### config.mk
export PLATFORM = sky130hd
export DESIGN_NAME = stopwatch_ctrl
export DESIGN_NICKNAME = d
export VERILOG_FILES = /design/src/rtl/stopwatch_pkg.sv /design/src/rtl/btn_edge.sv /design/src/rtl/stopwatch_ctrl.sv
export SDC_FILE = /design/constraint.sdc
export NUM_CORES = 1
export LEC_CHECK = 0
export CAP_MARGIN = 10
export CORE_MARGIN = 10
export CORE_UTILIZATION = 56
export CTS_CLUSTER_SIZE = 16
export DETAILED_ROUTE_END_ITERATION = 7
export PLACE_DENSITY = 0.83
export SLEW_MARGIN = 15
export SYNTH_ARGS = -nofsm -noshare
export SYNTH_HDL_FRONTEND = slang
export SYNTH_SLANG_ARGS = --single-unit
### constraint.sdc
create_clock -name clk -period 2 [get_ports clk]
set_input_delay 0.6 -clock clk [delete_from_list [all_inputs] [get_ports clk]]
set_output_delay 0.6 -clock clk [all_outputs]
set_load 0.01 [all_outputs]
### src/rtl/stopwatch_pkg.sv
// Shared types and constants for the stopwatch control block.
package stopwatch_pkg;

   typedef enum logic [1:0] {
      IDLE  = 2'd0,
      RUN   = 2'd1,
      PAUSE = 2'd2
   } sw_state_t;

   // Largest value of a ones digit and of a tens digit in MM:SS
   localparam logic [3:0] ONES_MAX = 4'd9;
   localparam logic [3:0] TENS_MAX = 4'd5;

   typedef struct packed {
      logic [3:0] mt;
      logic [3:0] mo;
      logic [3:0] st;
      logic [3:0] so;
   } sw_time_t;

   localparam sw_time_t TIME_ZERO = '0;
   localparam sw_time_t TIME_MAX  = '{mt: TENS_MAX, mo: ONES_MAX, st: TENS_MAX, so: ONES_MAX};

endpackage

### src/rtl/btn_edge.sv
// Button synchronizer plus rising-edge detector. Produces a one-cycle event
// per press. The detector only arms once a genuine low level has travelled
// through the synchronizer after reset, so a button already held during
// reset does not fire until it is released and pressed again.
// SYNC_STAGES must be at least 2.
module btn_edge #(
   parameter int SYNC_STAGES = 2
) (
   input  logic clk,
   input  logic rst,
   input  logic btn_in,
   output logic event_out
);

   logic [SYNC_STAGES-1:0] sync_p;
   logic [SYNC_STAGES-1:0] fill_p;
   logic                   prev;
   logic                   armed;
   logic                   level;
   logic                   fill_done;

   assign level     = sync_p[SYNC_STAGES-1];
   assign fill_done = fill_p[SYNC_STAGES-1];

   // Synchronizer chain, fill tracker, previous level and arming flag
   always_ff @(posedge clk or posedge rst) begin
      if (rst) begin
         sync_p <= '0;
         fill_p <= '0;
         prev   <= 1'b0;
         armed  <= 1'b0;
      end else begin
         sync_p <= {sync_p[SYNC_STAGES-2:0], btn_in};
         fill_p <= {fill_p[SYNC_STAGES-2:0], 1'b1};
         prev   <= level;
         armed  <= armed | (fill_done & ~level);
      end
   end

   // Rising edge of the synchronized level, once armed
   always_comb begin
      event_out = fill_done & armed & level & ~prev;
   end

endmodule

### src/rtl/stopwatch_ctrl.sv
// Stopwatch controller: IDLE/RUN/PAUSE FSM, MM:SS BCD counter, lap hold
// register and display mux feeding the seven-segment driver.
module stopwatch_ctrl
   import stopwatch_pkg::*;
#(
   parameter int SYNC_STAGES = 2
) (
   input  logic       clk,
   input  logic       rst,
   input  logic       tick,
   input  logic       btn_ss,
   input  logic       btn_clr,
   input  logic       btn_lap,
   output logic [3:0] disp_mt,
   output logic [3:0] disp_mo,
   output logic [3:0] disp_st,
   output logic [3:0] disp_so,
   output logic       running,
   output logic       lap_active,
   output logic       wrap
);

   sw_state_t state, next_state;
   sw_time_t  live, hold, shown;
   logic      ev_ss, ev_clr, ev_lap;
   logic      count_en, zero_cnt, clr_flags, lap_toggle;

   // BCD increment with full MM:SS cascade; 59:59 rolls to 00:00
   function automatic sw_time_t bcd_inc(input sw_time_t t);
      sw_time_t r;
      r = t;
      if (t.so != ONES_MAX) begin
         r.so = t.so + 4'd1;
      end else begin
         r.so = 4'd0;
         if (t.st != TENS_MAX) begin
            r.st = t.st + 4'd1;
         end else begin
            r.st = 4'd0;
            if (t.mo != ONES_MAX) begin
               r.mo = t.mo + 4'd1;
            end else begin
               r.mo = 4'd0;
               r.mt = (t.mt != TENS_MAX) ? t.mt + 4'd1 : 4'd0;
            end
         end
      end
      return r;
   endfunction

   btn_edge #(.SYNC_STAGES(SYNC_STAGES)) u_edge_ss  (.clk(clk), .rst(rst), .btn_in(btn_ss),  .event_out(ev_ss));
   btn_edge #(.SYNC_STAGES(SYNC_STAGES)) u_edge_clr (.clk(clk), .rst(rst), .btn_in(btn_clr), .event_out(ev_clr));
   btn_edge #(.SYNC_STAGES(SYNC_STAGES)) u_edge_lap (.clk(clk), .rst(rst), .btn_in(btn_lap), .event_out(ev_lap));

   // State register; running is registered alongside the state
   always_ff @(posedge clk or posedge rst) begin
      if (rst) begin
         state   <= IDLE;
         running <= 1'b0;
      end else begin
         state   <= next_state;
         running <= (next_state == RUN);
      end
   end

   // Next-state logic; clear beats start/stop while paused
   always_comb begin
      next_state = state;
      case (state)
         IDLE:    if (ev_ss) next_state = RUN;
         RUN:     if (ev_ss) next_state = PAUSE;
         PAUSE: begin
            if (ev_clr)     next_state = IDLE;
            else if (ev_ss) next_state = RUN;
         end
         default: next_state = IDLE;
      endcase
   end

   // Control strobes decoded from the registered state and button events
   always_comb begin
      count_en   = (state == RUN) & tick;
      zero_cnt   = (state != RUN) & ev_clr;
      clr_flags  = (state != RUN) & ev_clr;
      lap_toggle = (state == RUN) & ev_lap;
   end

   // Live count, lap hold register and sticky flags
   always_ff @(posedge clk or posedge rst) begin
      if (rst) begin
         live       <= TIME_ZERO;
         hold       <= TIME_ZERO;
         lap_active <= 1'b0;
         wrap       <= 1'b0;
      end else begin
         if (zero_cnt)      live <= TIME_ZERO;
         else if (count_en) live <= bcd_inc(live);

         if (lap_toggle && !lap_active) hold <= live;

         if (clr_flags)       lap_active <= 1'b0;
         else if (lap_toggle) lap_active <= ~lap_active;

         if (clr_flags)                          wrap <= 1'b0;
         else if (count_en && live == TIME_MAX)  wrap <= 1'b1;
      end
   end

   // Display shows the frozen lap value while a lap is held
   always_comb begin
      shown   = lap_active ? hold : live;
      disp_mt = shown.mt;
      disp_mo = shown.mo;
      disp_st = shown.st;
      disp_so = shown.so;
   end

endmodule

# Word level (Yosys, flattened, before mapping)
# Index checks and enable logic that the tools add are counted.
dict set report classes {
  n_addsub 4
  n_eq_ne 12
  n_mux 18
  bitwise_logic 25
  reduce_logical 10
}
# cell count
set op_table {}
lappend op_table {{16-bit 2-to-1 mux} 3}
lappend op_table {{4-bit 2-to-1 mux} 5}
lappend op_table {{4-bit by 1-bit adder with 4-bit output (second input constant)} 4}
lappend op_table {{16-bit by 15-bit equality test with 1-bit output (second input constant)} 1}
lappend op_table {{1-bit AND} 15}
lappend op_table {{12-bit 2-to-1 mux} 1}
lappend op_table {{8-bit 2-to-1 mux} 1}
lappend op_table {{4-bit by 3-bit inequality test with 1-bit output (second input constant)} 2}
lappend op_table {{4-bit inequality test (second input constant)} 2}
lappend op_table {{1-bit inverter} 7}
lappend op_table {{2-bit 2-to-1 mux} 3}
lappend op_table {{2-bit inequality test (second input constant)} 3}
lappend op_table {{2-bit one-hot mux with 3 select lines} 1}
lappend op_table {{2-bit nonzero test} 3}
lappend op_table {{2-bit by 1-bit equality test with 1-bit output (second input constant)} 2}
lappend op_table {{1-bit 2-to-1 mux} 4}
lappend op_table {{4-bit AND reduction} 1}
lappend op_table {{1-bit bitwise OR} 3}
lappend op_table {{3-bit AND reduction} 1}
lappend op_table {{2-bit equality test (second input constant)} 1}
lappend op_table {{1-bit logical AND} 2}
lappend op_table {{2-bit logical NOT} 1}
lappend op_table {{2-bit by 1-bit inequality test with 1-bit output (second input constant)} 1}
lappend op_table {{2-bit AND reduction} 1}
lappend op_table {{1-bit logical NOT} 1}
dict set report word_totals {
  register_bits 55
  inputBits 6
}

# Longest topological paths before layout
dict set report logic_depth {
  ltp_word 7
  mapped_depth 7
  depth_no_buf 6
}

# Modules after synthesis
# A second synthesis with hierarchy kept.
dict set report unflattened {
  cells_unflattened 208
  area_unflattened_um2 2473.6
}
# module n_inst cells_each area_per_inst_um2
set modules_own_cells {}
lappend modules_own_cells {stopwatch_ctrl 1 175 1936.9}
lappend modules_own_cells {btn_edge 3 11 178.9}

# Least setup slack after synthesis
# OpenSTA, ideal clock, no wires.
dict set report synth_timing {
  path_kind {register to output}
  start {register lap_active}
  end {output port disp_mo[0]}
  arrival_ps 1225
  path_slack_ps 175
  path_stages_with_launch 3
  path_buffers 1
  cell_sequence {dfrtp_1 > clkbuf_1 > mux2_2}
}
dict set report synth_between {
  elab_chain_cells 1
}
# element line
set synth_rtl {}
lappend synth_rtl {{start: declaration} stopwatch_ctrl.sv:19} ;# output logic lap_active,
lappend synth_rtl {{start signal: assignment} stopwatch_ctrl.sv:102} ;# else if (lap_toggle) lap_active <= ~lap_active;
lappend synth_rtl {{16-bit 2-to-1 mux} stopwatch_ctrl.sv:111} ;# shown = lap_active ? hold : live;
lappend synth_rtl {{end: declaration} stopwatch_ctrl.sv:15} ;# output logic [3:0] disp_mo,
# Every way passes these cells.

# Final worst setup path
dict set report layout_timing {
  start {register lap_active}
  end {output port disp_mt[2]}
}
dict set report layout_between {
  elab_chain_cells 1
}
# element line
set layout_rtl {}
lappend layout_rtl {{16-bit 2-to-1 mux} stopwatch_ctrl.sv:111}
lappend layout_rtl {{end: declaration} stopwatch_ctrl.sv:14} ;# output logic [3:0] disp_mt,
# Every way passes these cells.

==> out/qor.log <==
INFO  die            die_area=7200squm
INFO  synthesis      synth_ff_type=dfrtp_1
INFO  pwr            cellPowerDensity=1150nW/um^2
INFO  synthesis      syn_inst=203
INFO  die            die_width=84.9um
INFO  clock_tree     cts-buffers-inserted=5
INFO  sta            timing.final.max_slew_violations=0
INFO  die            die_y=84.9um
INFO  setup_path     rr_startpoint=live[1]
INFO  clock_tree     tritoncts=built
INFO  sta            setup_ws=-0.149ns
INFO  synthesis      number_of_flops_mapped_to_enable_cells_by_yosys=0
INFO  setup_path     cp.required=1.40ns
INFO  sta            hold_ws=0.359ns
INFO  clock_tree     clock_path_buffers=2
INFO  synthesis      syn-num-nets=217
INFO  global_routing wire_length_of_the_first_global_routing_pass=8.80mm
INFO  clock_tree     tritoncts_num_sinks=51
INFO  sta            grt_setup_unrepaired=yes
INFO  sta            timing.final.crit_period=2.15ns
INFO  synthesis      synth_top_cells_by_area=dfrtp_1, mux2_2, mux2_1
INFO  sta            setup_violations=11
INFO  route          dr.pass1.iters=7
INFO  setup_path     path_class=register to primary output
INFO  pwr            ir_worst_vdd=0.712mV
INFO  clock_tree     worstSkewPairLatency=0.31ns
INFO  sta            setup_tns=-0.588ns
INFO  sta            achievable-frequency=0.465GHz
INFO  sta            period_share=107%
INFO  worst_hold_path worstHoldStart=u_edge_lap.fill_p[0]
INFO  route          drt-wirelength-per-cell=16.6um
INFO  setup_path     timing.critical_path.to_type=primary output
INFO  die            initial_core_util=58.5%
INFO  route          vias=1752
INFO  worst_hold_path min_delay_worst_endpoint=u_edge_clr.fill_p[1]
INFO  route          drt-vias-per-instance=5.76
INFO  finish         drive_above_1_share=29.1%
INFO  pwr            total_leakage_power=1.44nW
INFO  placed_design  hpwlAfterDp=3.40mm
INFO  worst_hold_path timing.hold.worst_path_depth=0
INFO  synthesis      synth-seq-area-share=54.1%
INFO  die            core_area=4030squm
INFO  global_routing grt_max_degree=52
INFO  flow_run       number_of_maximum_capacitance_constraint_violations=0
INFO  clock_tree     cts.htree.levels=2
INFO  setup_path     arrival_time_at_the_worst_endpoint=1.55ns
INFO  global_routing grt_overflow=0
INFO  route          post-route-drc-count=0
INFO  finish         design.final.nets=267
INFO  synthesis      ys_ff_latch=51
INFO  setup_path     startpoint_type=register
INFO  setup_path     critical_path_peak_fanout=4
INFO  die            floorplan.rows=23
INFO  synthesis      postSynthAreaPerCell=11.6squm
INFO  synthesis      netlist.area_leader.share=54.1%
INFO  synthesis      synth_async_sr_flop_share=100%
INFO  synthesis      mappedNetlistArea=2360squm
INFO  die            io-pin-count=25
INFO  placed_design  routabilityCongestion=0.846
INFO  global_routing antenna_found_initial=0
INFO  finish         synthToLayoutAreaGrowth=28.8%
INFO  synthesis      synthDominantAreaCellType=dfrtp_1
INFO  outcome        violations_in_the_final_reports=negative setup slack
INFO  finish         final_util=75.4%
INFO  placed_design  detailedPlace.worstSlack=-0.287ns
INFO  global_routing grt_pass1_vias=1820
INFO  setup_path     ff2ff_setup_slack=0.12ns
INFO  route          drt_first_iter_violations=119
INFO  setup_path     r2r_end=live[12]
INFO  worst_hold_path min-delay-path-class=register to register
INFO  setup_path     timing.reg2reg.worst_path_depth=5
INFO  synthesis      yosys_warnings=0
INFO  clock_tree     root_driver=clkbuf_8
INFO  global_routing grtUsageTotal=14.8%
INFO  synthesis      synth_commonest_cells=dfrtp_1, mux2_2, nor2_1
INFO  clock_tree     postCtsHoldBufs=0
INFO  sta            final.setup_skew=0.00435ns
INFO  route          final_antenna_net_count=0
INFO  synthesis      yosysUniqueCellTypes=38
INFO  route          wire_length_after_detailed_routing=5.04mm
INFO  synthesis      yosys.cell_count.top_type=dfrtp_1
INFO  clock_tree     path_clk_slew=0.09ns
INFO  outcome        outcome=finished with violations
INFO  placed_design  portBuffers=24
INFO  finish         number_of_antenna_repair_diodes=0
INFO  sta            hold_violations=0
-- state kept, by name, summed over array words and instances (netlist names), 2 cells and up --
signal             flops
hold                  16
live                  16
state                  2
u_edge_clr.sync_p      2
u_edge_lap.sync_p      2
u_edge_ss.sync_p       2
-- metrics by stage --
step	std cells	power, mW	instance area, sq um
floorplan	203	1.92	2360
global placement	286	2.33	2760
detailed placement	286	2.36	2760
CTS	303	3.44	3030
global route	304	3.69	3040
finish	304	3.49	3040
-- how the worst max path moves through the flow --
| stage | cells after the start | slack [ns] | start | end |
|---|---|---|---|---|
| floorplan | 1 | 0.17 | rst | hold[0] |
| global placement | 4 | -0.24 | tick | live[12] |
| detailed placement | 4 | -0.29 | tick | live[13] |
| CTS | 5 | -0.15 | lap_active | disp_mt[2] |
| global route | 5 | -0.18 | lap_active | disp_mt[2] |
| finish | 5 | -0.15 | lap_active | disp_mt[2] |
-- cell usage in the layout (no fill, tap or decap), types with 4 or more instances in the layout --
cell type	Yosys	layout
a21oi_1	8	8
nor2_1	17	17
dfrtp_1	51	49
mux2_1	9	9
ha_1	8	8
mux2_4	0	9
inv_1	9	8
nand3_1	8	8
mux2_2	20	11
nor4_1	4	4
clkdlybuf4s50_1	0	7
o21ai_0	10	9
buf_6	0	18
buf_4	1	15
clkbuf_8	0	5
nand2_1	11	11
-- power breakdown --
group	internal [mW]	leakage [nW]	switching, mW	total (mW)
logic	0.705	0.731	0.541	1.25
registers	1.21	0.649	0.183	1.39
clock network	0.499	0.0644	0.351	0.850
total	2.41	1.44	1.08	3.49
-- cells by family after synthesis --
logic type,Yosys count,synth area share [%]
xor gates and xnor gates,1,0.372
buffers and inverters,15,2.60
adders and majority gates,8,4.25
other,1,0.159
muxes,30,14.3
DFF,51,54.1
AOI/OAI and AO/OA,33,8.76
and+or+nand+nor,64,15.4
-- routing by layer --
metal / vias up / track usage [%] / part of all wire (%)
met4: 0 / 5.84 / 1.8
met2: 26 / 24.4 / 51
met5: - / 0 / 0
li1: 826 / - / -
met1: 890 / 17.5 / 42
met3: 10 / 4.49 / 4.6
-- critical path, cell delays in order, from the launching register on --
cell     delay [ns]
dfrtp_2        0.45
buf_6          0.14
buf_12         0.12
buf_6          0.11
mux2_4         0.29
buf_6          0.12
-- timing repair --
item                                    in CTS  in global routing
endpoints found under the setup margin      17                 29
buffers inserted                             8                  2
resized for setup                           76                 20
pin swaps                                    0                  0
cloned                                       1                  0
-- cell type report --
class / count / area, sq um
Multi-Input combinational cell: 137 / 1060
Clock inverter: 3 / 67.6
Sequential cell: 51 / 1280
Inverter: 9 / 33.8
Tap cell: 50 / 62.6
Fill cell: 269 / 992
Clock buffer: 5 / 68.8
Timing Repair Buffer: 49 / 468
Power figures use the tool's default switching activity.
